**src/rtl/decode_stage_pkg.sv**
```systemverilog
// Shared decode definitions: opcodes, register-destination and ALU-op
// encodings, and the control vector produced by control_unit.
package decode_stage_pkg;

  localparam logic [5:0] OP_RTYPE = 6'h00;
  localparam logic [5:0] OP_LW    = 6'h23;
  localparam logic [5:0] OP_SW    = 6'h2B;
  localparam logic [5:0] OP_BEQ   = 6'h04;
  localparam logic [5:0] OP_BNE   = 6'h05;
  localparam logic [5:0] OP_ADDI  = 6'h08;
  localparam logic [5:0] OP_ANDI  = 6'h0C;
  localparam logic [5:0] OP_ORI   = 6'h0D;
  localparam logic [5:0] OP_LUI   = 6'h0F;
  localparam logic [5:0] OP_J     = 6'h02;
  localparam logic [5:0] OP_JAL   = 6'h03;

  localparam logic [1:0] REG_DST_RT  = 2'b00;
  localparam logic [1:0] REG_DST_RD  = 2'b01;
  localparam logic [1:0] REG_DST_R31 = 2'b10;

  // ALU_FUNCT tells EX to take the operation from the funct field.
  localparam logic [2:0] ALU_ADD   = 3'd0;
  localparam logic [2:0] ALU_SUB   = 3'd1;
  localparam logic [2:0] ALU_FUNCT = 3'd2;
  localparam logic [2:0] ALU_AND   = 3'd3;
  localparam logic [2:0] ALU_OR    = 3'd4;
  localparam logic [2:0] ALU_LUI   = 3'd5;

  typedef enum logic [1:0] {
    IMM_SIGN  = 2'd0,
    IMM_ZERO  = 2'd1,
    IMM_UPPER = 2'd2,
    IMM_JUMP  = 2'd3
  } imm_kind_t;

  // Controls that travel down the pipe into EX and beyond.
  typedef struct packed {
    logic       reg_write;
    logic       mem_read;
    logic       mem_write;
    logic       mem_to_reg;
    logic       alu_src;
    logic       branch_eq;
    logic       branch_ne;
    logic       jump;
    logic [1:0] reg_dst;
    logic [2:0] alu_op;
  } ex_ctrl_t;

  // Full decode result; uses_rt and imm_kind are consumed inside decode only.
  typedef struct packed {
    ex_ctrl_t  ex;
    logic      uses_rt;
    imm_kind_t imm_kind;
  } ctrl_t;

  localparam int CTRL_W = $bits(ctrl_t);

  localparam ctrl_t CTRL_NOP = '{ex: '0, uses_rt: 1'b0, imm_kind: IMM_SIGN};

endpackage

```
**src/rtl/decode_stage_control_unit.sv**
```systemverilog
// Combinational main decoder: opcode in, packed control vector out.
module control_unit
  import decode_stage_pkg::*;
#(
  parameter int NB_OP = 6
) (
  input  logic [NB_OP-1:0]  opcode,
  output logic [CTRL_W-1:0] ctrl
);

  ctrl_t c;

  // Opcode lookup; unknown opcodes fall through as a NOP with no side effects
  always_comb begin
    c = CTRL_NOP;
    case (opcode)
      OP_RTYPE: begin
        c.ex.reg_write = 1'b1;
        c.ex.reg_dst   = REG_DST_RD;
        c.ex.alu_op    = ALU_FUNCT;
        c.uses_rt      = 1'b1;
      end
      OP_LW: begin
        c.ex.reg_write  = 1'b1;
        c.ex.mem_read   = 1'b1;
        c.ex.mem_to_reg = 1'b1;
        c.ex.alu_src    = 1'b1;
      end
      OP_SW: begin
        c.ex.mem_write = 1'b1;
        c.ex.alu_src   = 1'b1;
        c.uses_rt      = 1'b1;
      end
      OP_BEQ: begin
        c.ex.branch_eq = 1'b1;
        c.ex.alu_op    = ALU_SUB;
        c.uses_rt      = 1'b1;
      end
      OP_BNE: begin
        c.ex.branch_ne = 1'b1;
        c.ex.alu_op    = ALU_SUB;
        c.uses_rt      = 1'b1;
      end
      OP_ADDI: begin
        c.ex.reg_write = 1'b1;
        c.ex.alu_src   = 1'b1;
      end
      OP_ANDI: begin
        c.ex.reg_write = 1'b1;
        c.ex.alu_src   = 1'b1;
        c.ex.alu_op    = ALU_AND;
        c.imm_kind     = IMM_ZERO;
      end
      OP_ORI: begin
        c.ex.reg_write = 1'b1;
        c.ex.alu_src   = 1'b1;
        c.ex.alu_op    = ALU_OR;
        c.imm_kind     = IMM_ZERO;
      end
      OP_LUI: begin
        c.ex.reg_write = 1'b1;
        c.ex.alu_src   = 1'b1;
        c.ex.alu_op    = ALU_LUI;
        c.imm_kind     = IMM_UPPER;
      end
      OP_J: begin
        c.ex.jump  = 1'b1;
        c.imm_kind = IMM_JUMP;
      end
      OP_JAL: begin
        c.ex.jump      = 1'b1;
        c.ex.reg_write = 1'b1;
        c.ex.reg_dst   = REG_DST_R31;
        c.imm_kind     = IMM_JUMP;
      end
      default: c = CTRL_NOP;
    endcase
  end

  assign ctrl = c;

endmodule

```
**src/rtl/decode_stage.sv**
```systemverilog
// ID stage: decodes the IF/ID instruction, detects load-use hazards,
// applies writeback bypass and fills the ID/EX pipeline register.
module decode_stage
  import decode_stage_pkg::*;
#(
  parameter int NB_DATA = 32,
  parameter int NB_REG  = 5,
  parameter int NB_OP   = 6
) (
  input  logic               clock_i,
  input  logic               reset_i,
  input  logic [NB_DATA-1:0] instr_i,
  input  logic [NB_DATA-1:0] pc_i,
  input  logic               valid_i,
  output logic [NB_REG-1:0]  addr_ra_o,
  output logic [NB_REG-1:0]  addr_rb_o,
  input  logic [NB_DATA-1:0] data_ra_i,
  input  logic [NB_DATA-1:0] data_rb_i,
  input  logic               wb_rw_i,
  input  logic [NB_REG-1:0]  wb_addr_i,
  input  logic [NB_DATA-1:0] wb_data_i,
  input  logic               flush_i,
  output logic               stall_o,
  output logic               ex_valid_o,
  output logic [NB_DATA-1:0] ex_pc_o,
  output logic [NB_DATA-1:0] ex_data_a_o,
  output logic [NB_DATA-1:0] ex_data_b_o,
  output logic [NB_DATA-1:0] ex_imm_o,
  output logic [NB_REG-1:0]  ex_rs_o,
  output logic [NB_REG-1:0]  ex_rt_o,
  output logic [NB_REG-1:0]  ex_rd_o,
  output logic [NB_OP-1:0]   ex_funct_o,
  output logic [NB_REG-1:0]  ex_shamt_o,
  output logic               ex_reg_write_o,
  output logic               ex_mem_read_o,
  output logic               ex_mem_write_o,
  output logic               ex_mem_to_reg_o,
  output logic               ex_alu_src_o,
  output logic               ex_branch_eq_o,
  output logic               ex_branch_ne_o,
  output logic               ex_jump_o,
  output logic [1:0]         ex_reg_dst_o,
  output logic [2:0]         ex_alu_op_o
);

  localparam logic [NB_REG-1:0] REG_ZERO = '0;

  function automatic logic [NB_DATA-1:0] ext_imm(input imm_kind_t kind,
                                                 input logic [NB_DATA-1:0] instr,
                                                 input logic [NB_DATA-1:0] pc);
    case (kind)
      IMM_ZERO:  return {{(NB_DATA-16){1'b0}}, instr[15:0]};
      IMM_UPPER: return {instr[15:0], {(NB_DATA-16){1'b0}}};
      IMM_JUMP:  return {pc[NB_DATA-1 -: 4], instr[25:0], 2'b00};
      default:   return {{(NB_DATA-16){instr[15]}}, instr[15:0]};
    endcase
  endfunction

  logic [NB_OP-1:0]  opcode;
  logic [CTRL_W-1:0] ctrl_bits;
  ctrl_t             ctrl;
  logic              load_use;
  logic              bubble;

  // ID/EX pipeline register (_p1)
  logic               vld_p1;
  ex_ctrl_t           ex_p1;
  logic [NB_DATA-1:0] pc_p1;
  logic [NB_DATA-1:0] imm_p1;
  logic [NB_REG-1:0]  rs_p1;
  logic [NB_REG-1:0]  rt_p1;
  logic [NB_REG-1:0]  rd_p1;
  logic [NB_OP-1:0]   funct_p1;
  logic [NB_REG-1:0]  shamt_p1;
  logic               byp_a_p1;
  logic               byp_b_p1;
  logic [NB_DATA-1:0] wb_data_p1;
  logic               live_p1;

  assign opcode    = instr_i[31:26];
  assign addr_ra_o = instr_i[25:21];
  assign addr_rb_o = instr_i[20:16];

  control_unit #(.NB_OP(NB_OP)) u_control_unit (
    .opcode(opcode),
    .ctrl  (ctrl_bits)
  );

  assign ctrl = ctrl_t'(ctrl_bits);

  // A load in EX whose destination is read here cannot be forwarded in time.
  // Once the bubble is in EX, vld_p1 drops and the stall releases itself.
  assign load_use = valid_i && vld_p1 && ex_p1.mem_read && (rt_p1 != REG_ZERO) &&
                    ((rt_p1 == addr_ra_o) || (ctrl.uses_rt && (rt_p1 == addr_rb_o)));
  assign stall_o  = reset_i && !flush_i && load_use;
  assign bubble   = !valid_i || flush_i || load_use;

  // ID/EX register: controls zeroed on bubbles; bypass captures a same-edge writeback
  always_ff @(posedge clock_i) begin
    if (!reset_i) begin
      vld_p1     <= 1'b0;
      ex_p1      <= '0;
      pc_p1      <= '0;
      imm_p1     <= '0;
      rs_p1      <= '0;
      rt_p1      <= '0;
      rd_p1      <= '0;
      funct_p1   <= '0;
      shamt_p1   <= '0;
      byp_a_p1   <= 1'b0;
      byp_b_p1   <= 1'b0;
      wb_data_p1 <= '0;
      live_p1    <= 1'b0;
    end else begin
      vld_p1     <= !bubble;
      ex_p1      <= bubble ? ex_ctrl_t'('0) : ctrl.ex;
      pc_p1      <= pc_i;
      imm_p1     <= ext_imm(ctrl.imm_kind, instr_i, pc_i);
      rs_p1      <= addr_ra_o;
      rt_p1      <= addr_rb_o;
      rd_p1      <= instr_i[15:11];
      funct_p1   <= instr_i[5:0];
      shamt_p1   <= instr_i[10:6];
      byp_a_p1   <= wb_rw_i && (wb_addr_i != REG_ZERO) && (wb_addr_i == addr_ra_o);
      byp_b_p1   <= wb_rw_i && (wb_addr_i != REG_ZERO) && (wb_addr_i == addr_rb_o);
      wb_data_p1 <= wb_data_i;
      live_p1    <= 1'b1;
    end
  end

  // Operand data arrives from the bank in the ID/EX cycle; live_p1 holds it at zero after reset
  assign ex_data_a_o = !live_p1 ? '0 : (byp_a_p1 ? wb_data_p1 : data_ra_i);
  assign ex_data_b_o = !live_p1 ? '0 : (byp_b_p1 ? wb_data_p1 : data_rb_i);

  assign ex_valid_o      = vld_p1;
  assign ex_pc_o         = pc_p1;
  assign ex_imm_o        = imm_p1;
  assign ex_rs_o         = rs_p1;
  assign ex_rt_o         = rt_p1;
  assign ex_rd_o         = rd_p1;
  assign ex_funct_o      = funct_p1;
  assign ex_shamt_o      = shamt_p1;
  assign ex_reg_write_o  = ex_p1.reg_write;
  assign ex_mem_read_o   = ex_p1.mem_read;
  assign ex_mem_write_o  = ex_p1.mem_write;
  assign ex_mem_to_reg_o = ex_p1.mem_to_reg;
  assign ex_alu_src_o    = ex_p1.alu_src;
  assign ex_branch_eq_o  = ex_p1.branch_eq;
  assign ex_branch_ne_o  = ex_p1.branch_ne;
  assign ex_jump_o       = ex_p1.jump;
  assign ex_reg_dst_o    = ex_p1.reg_dst;
  assign ex_alu_op_o     = ex_p1.alu_op;

endmodule

```
**config.mk**
```make
export PLATFORM = sky130hd
export DESIGN_NAME = decode_stage
export DESIGN_NICKNAME = d
export VERILOG_FILES = /design/src/rtl/decode_stage_pkg.sv /design/src/rtl/decode_stage_control_unit.sv /design/src/rtl/decode_stage.sv
export SDC_FILE = /design/constraint.sdc
export NUM_CORES = 1
export LEC_CHECK = 0
export BUFFER_PORTS_ARGS = -buffer_cell sky130_fd_sc_hd__buf_2
export CAP_MARGIN = 20
export CORE_UTILIZATION = 30
export CTS_BUF_LIST = sky130_fd_sc_hd__clkbuf_2 sky130_fd_sc_hd__clkbuf_4 sky130_fd_sc_hd__clkbuf_8
export DETAILED_ROUTE_END_ITERATION = 12
export HOLD_SLACK_MARGIN = 0.12
export PLACE_DENSITY = 0.64
export SLEW_MARGIN = 5
export SYNTH_ARGS = -nofsm -noshare
export SYNTH_HDL_FRONTEND = slang
export SYNTH_SLANG_ARGS = --single-unit
```
**constraint.sdc**
```tcl
create_clock -name clock_i -period 1.5 [get_ports clock_i]
set_input_delay 0.075 -clock clock_i [delete_from_list [all_inputs] [get_ports clock_i]]
set_output_delay 0.075 -clock clock_i [all_outputs]
set_load 0.01 [all_outputs]
```
# [Word level (Yosys, flattened, before mapping)]
# Index checks and enable logic that the tools add are counted.
[classes] n_mux=17 eq_ne=17 bitwise=1 reduce_logical=26
[ops] op="$mux W32" count=4
[ops] op="$pmux W32 S3" count=1
[ops] op="$eq A6 B4 Y1 const B" count=4
[ops] op="$eq A5 B5 Y1" count=4
[ops] op="$pmux W3 S5" count=1
[ops] op="$eq A6 B2 Y1 const B" count=2
[ops] op="$eq A6 B3 Y1 const B" count=2
[ops] op="$eq A6 B6 Y1 const B" count=2
[ops] op="$logic_and A1 B1 Y1" count=10
[ops] op="$reduce_bool A5 Y1" count=2
[ops] op="$mux W1" count=9
[ops] op="$reduce_or A2 Y1" count=4
[ops] op="$reduce_or A7 Y1" count=1
[ops] op="$logic_not A6 Y1" count=1
[ops] op="$pmux W2 S3" count=1
[ops] op="$reduce_or A6 Y1" count=1
[ops] op="$eq A2 B2 Y1 const B" count=2
[ops] op="$pmux W2 S2" count=1
[ops] op="$reduce_or A4 Y1" count=1
[ops] op="$logic_not A1 Y1" count=3
[ops] op="$logic_or A1 B1 Y1" count=3
[ops] op="$eq A2 B1 Y1 const B" count=1
[ops] op="$not A1 Y1" count=1
[totals] regBits=138 out_inout_bits=179 wordCells=82 inputBits=170

# [Logic depth before layout (Yosys ltp)]
[depth] depth_word=8 ltp_mapped=6 mapped_depth_nobuf=4

# [Modules after synthesis]
# A second synthesis with hierarchy kept.
[unflattened] hier_cells=623 area_unflattened_um2=5876.9
[modules_own_cells] module="decode_stage" seq_area_each_um2=2782.7 cells_per_inst=578 area_each_um2=5569.1 n_inst=1
[modules_own_cells] module="control_unit" seq_area_each_um2=0.0 cells_per_inst=45 area_each_um2=307.8 n_inst=1

# [Worst setup path after synthesis]
# OpenSTA, ideal clock, no wires.
[synth_path] kind="flip-flop to flip-flop" from="reg rt_p1[1] (netlist: ex_rt_o[1])" to="reg ex_p1 (netlist bit ex_alu_op_o[0])" path_stages_with_launch=6 path_slack_ps=-126 setup_ps=88 required_ps=1412 n_path_buf=1 arrival_time_ps=1538 period_less_slack_ps=1626 cell_sequence="dfxtp_1 or4_4 o21ai_4 nor3_2 buf_6 nor4_2"
[synth_via] elab_chain_cells=6 elab_cells_between_ends=9 cone_classes="2 x eq/ne; 7 x reduce/logical"
[synth_rtl] item="start, declared" line_no="decode_stage.sv:71" text="logic [NB_REG-1:0] rt_p1;"
[synth_rtl] item="start signal, assigned" line_no="decode_stage.sv:120" text="rt_p1 <= addr_rb_o;"
[synth_rtl] item="$eq A5 B5 Y1" line_no="decode_stage.sv:94" text="((rt_p1 == addr_ra_o) || (ctrl.uses_rt && (rt_p1 == addr_rb_o)));"
[synth_rtl] item="$logic_and A1 B1 Y1" line_no="decode_stage.sv:94"
[synth_rtl] item="$logic_or A1 B1 Y1" line_no="decode_stage.sv:94"
[synth_rtl] item="$logic_and A1 B1 Y1 (*)" line_no="decode_stage.sv:93" text="assign load_use = valid_i && vld_p1 && ex_p1.mem_read && (rt_p1 != REG_ZERO) &&"
[synth_rtl] item="$logic_or A1 B1 Y1 (*)" line_no="decode_stage.sv:96" text="assign bubble = !valid_i || flush_i || load_use;"
[synth_rtl] item="$reduce_or A2 Y1 (no source line) (*)"
[synth_rtl] item="end signal, assigned" line_no="decode_stage.sv:116" text="ex_p1 <= bubble ? ex_ctrl_t'('0) : ctrl.ex;"
[synth_rtl] item="end, declared" line_no="decode_stage.sv:67" text="ex_ctrl_t ex_p1;"
# Mark *: on every way between the ends. The rest lies on a longest branch, timed or not.
# A chain may end at the register's enable or synchronous reset.

# [Final worst setup path]
[layout_path] from="reg rt_p1[2] (netlist: ex_rt_o[2])" to="reg ex_p1 (netlist bit ex_alu_src_o)"
# The elaborated chain is that of the path after synthesis.

==> impl_metrics.toml <==
[outcome]
outcome = "finished, violations left"
failed_checks = "design-rule violations, negative setup slack"

[clocking]
clock-sinks = 138
cts_tree = "built"
clkLatencyLatePin_ns = 0.45
cts-buffers-inserted = 17
clk_path_buf_depth = 2
worst_setup_hold_path_clk_slew_ns = 0.09
ctsHtreeMaxLevel = 4
cts.root.buffer_cell = "sky130_fd_sc_hd__clkbuf_8"

[placed_design]
portBuffers = 348
detailed_place.area_sq_um = 7840
placed_cells = 1138
gp_routability_congestion = 0.801
dp_worst_setup_slack_ns = -0.198
dp_hpwl_microns = 14600

[logic_synthesis]
synth_area_leader_cell = "sky130_fd_sc_hd__dfxtp_1"
synth.distinct_cells = 42
synth.top_cell.area_share = 0.494
postSynthRegisterBits = 138
yosysSeqAreaShare = 0.494
synth_top_cells_by_area = "sky130_fd_sc_hd__dfxtp_1, sky130_fd_sc_hd__mux2i_1, sky130_fd_sc_hd__and2_1"
synthesis.instances = 563
yosysWarnings = 0
syn_nets = 733
mappedNetlistArea_sq_um = 5590
synth.avg_cell_area_sq_um = 9.93

[layout]
syn2layout_area_growth_pct = 77.0
final_layout_size_suffix_gt1_frac = 0.455
layout.nets = 1235
antenna-diode-count = 0
finalCoreUtilization = 0.547
non_filler_instance_count_after_layout = 1307
layout.cell_area.non_filler_sq_um = 9890

[worst_setup_path]
worst_path_most_repeated_cell = "sky130_fd_sc_hd__buf_6"
timing.rr.start = "ex_rt_o[2]"
timing.critical_path.slowest_stage_cell = "sky130_fd_sc_hd__or4_4"
regToRegSetupSlack_ns = -0.41
critPathLaunchType = "flop"
arrival_ns = 2.28
critical_path.max_fanout = 6
critical_path.cell_chain = "or4_4, o21ai_4, buf_6, nor3_4, buf_6, buf_6, nor4b_2"
regToRegEndpoint = "ex_alu_src_o"
worstRegToRegCells = 7
critPathMaxStageDelay_ns = 0.55
type_of_the_worst_setup_path = "flop to flop"
endpoint_kind = "flop"
timing.critical_path.required_ns = 1.86

[worst_hold_path]
hp-class = "primary input to flop"
worstHoldPathCells = 3
hold_path_end = "ex_pc_o[25]"
hp-start = "reset_i"

[global_route]
grt_first_pass_wirelength_microns = 33200
grt_pass1_vias = 6309
top_usage_layer_grt = "met2"
overall_global_routing_resource_usage = 0.226
global_route.usage.met3 = 0.0724
antenna_found_initial = 0
maximum_number_of_pins_on_one_net_before_global_route_repair = 51
met2_usage = 0.410
grt_overflow_total = 0
met1_usage = 0.226

[sta]
rsz0062_at_grt = "yes"
final.setup.tns_ns = -6.25
fmax_ghz = 0.523
finalMaxSlewViolations = 0
hold_viol_final = 0
minimum_setup_slack_in_the_final_design_ns = -0.413
post-route-period-util = 1.28
clock_skew_ns = 0.0105
timing.slew.headroom = 0.557
finalCriticalPeriod_ns = 1.91
setup_viol_count_final = 74
worst-slew-pin-transition_ns = 0.659

[drt]
drt_iter0_drc = 224
first_pass_detailed_route_iteration_total = 9
route.detailed.drc = 50
detail_route.wl_per_cell_microns = 16.8
routed-via-count = 5926
drt_wl_total_microns = 22000
post_drt_via_cell_ratio = 4.53
ant_nets = 0

[power]
cell_internal_power_mw = 5.97
p_sw_mw = 2.58
clkPwrFrac = 0.358
power.share.switching = 0.302
seqPwrFrac = 0.458
static_leakage_power_nw = 4.70
comb_power_share = 0.183
power_per_cell_area_nw_per_um2 = 864
vdd.ir_drop.worst_mv = 0.761

[floorplanning]
floorplan.io_pins = 349
rows = 49
core-area_sq_um = 18100
die_height_microns = 139
fp.dieArea_sq_um = 19200
chipWidth_microns = 139
floorplan.initialDensity = 0.309

[run]
max_cap_violations = 0
-- power by group through the flow --
stage          logic, mW  registers (mW)  clock network, mW
5_1_grt             1.69            3.94               3.33
4_1_cts             1.52            3.91               3.17
6_report            1.57            3.92               3.06
3_3_place_gp        1.23            3.99                  0
3_5_place_dp        1.24            4.00                  0
2_1_floorplan      0.499            4.07                  0
-- sequential cells by signal, indices dropped and copies added, names as in the netlist, 3 cells and up --
register,flops
wb_data_p1,32
ex_pc_o,32
ex_imm_o,32
ex_rs_o,5
ex_shamt_o,5
ex_funct_o,6
ex_rd_o,5
ex_rt_o,5
ex_alu_op_o,3
-- stage by stage --
stage          hold slack (ns)  power [mW]
3_5_place_dp             0.284        5.24
5_1_grt                  0.167        8.96
2_1_floorplan            0.103        4.56
4_1_cts                  0.131        8.61
6_report                 0.153        8.55
3_3_place_gp             0.281        5.23
-- synthesized netlist by cell type, drive strengths merged --
master     n
nor2       9
and4b      1
and2      74
a22oi     15
o2bb2ai    1
o22ai     14
buf       25
a31oi      2
nor2b     65
nor4b      4
nand3      7
o31ai      1
or4        2
nand2b     2
nand4      2
xnor2     16
nor4       8
inv       21
and3       3
o21ai      4
a21oi     17
o211ai     1
nand2     22
xor2       5
dfxtp    138
nand3b     2
mux2i     64
a32oi      1
a2111oi    1
clkbuf    24
nor3      10
o32ai      1
a2bb2oi    1
-- how the worst max path moves through the flow --
stage / from / end / slack [ns] / cells after the start
after global placement: ex_rt_o[3] / ex_branch_ne_o / -0.14 / 5
final: ex_rt_o[2] / ex_alu_src_o / -0.41 / 7
after global routing: ex_rt_o[0] / stall_o / -0.47 / 5
after detailed placement: ex_rt_o[3] / ex_alu_op_o[0] / -0.20 / 5
after CTS: ex_rt_o[4] / stall_o / -0.43 / 5
after floorplan: ex_rt_o[0] / stall_o / -0.06 / 4
-- kinds of logic (layout without fill, tap and decap cells) --
logic type / Yosys count / after routing / synth area share
XOR/XNOR: 21 / 21 / 0.0329
AND/OR/NAND/NOR: 211 / 212 / 0.229
AO/OA/AOI/OAI: 59 / 59 / 0.0703
flip-flops: 138 / 138 / 0.494
multiplexers: 64 / 64 / 0.115
buffers and inverters: 70 / 584 / 0.0588
-- per-layer routing --
| layer | vias up | wire length [microns] |
|---|---|---|
| met5 | - | 0 |
| met4 | 0 | 854 |
| met3 | 53 | 1870 |
| met2 | 288 | 11400 |
| met1 | 2707 | 7850 |
| li1 | 2878 | - |
-- repair_timing --
item,CTS,global route
gates cloned,7,2
setup buffers,12,10
resized for setup,25,40
hold buffers,115,0
hold endpoints to repair,137,0
setup endpoints to repair,73,81
pin swaps,9,5
-- area by class of cell --
cell class | count | area (sq um)
Fill cell | 1629 | 8190
Timing Repair Buffer | 531 | 3670
Sequential cell | 138 | 2790
Multi-Input combinational cell | 356 | 2670
Tap cell | 229 | 287
Clock buffer | 17 | 234
Clock inverter | 15 | 170
Inverter | 21 | 78.8
-- layout by cell type (no fill, tap or decap), drive strengths merged, types with 3 or more instances in the layout --
| cell type | count |
|---|---|
| a22oi | 15 |
| nor3 | 10 |
| nand2 | 22 |
| nor4 | 9 |
| inv | 31 |
| buf | 415 |
| a21oi | 17 |
| nor2 | 9 |
| and3 | 3 |
| o21ai | 4 |
| o22ai | 14 |
| mux2i | 64 |
| dlygate4sd3 | 113 |
| clkinv | 4 |
| dfxtp | 138 |
| clkbuf | 19 |
| xnor2 | 16 |
| xor2 | 5 |
| nor4b | 4 |
| and2 | 74 |
| nand3 | 7 |
| nor2b | 65 |
-- critical path, delay by kind of cell, from the launching register on --
family / cells / cell delay [ns]
AOI/OAI and AO/OA: 1 / 0.20
buffers and inverters: 3 / 0.40
DFF: 1 / 0.38
and+or+nand+nor: 3 / 0.85
Note: power is estimated with default switching activity, not from simulation.
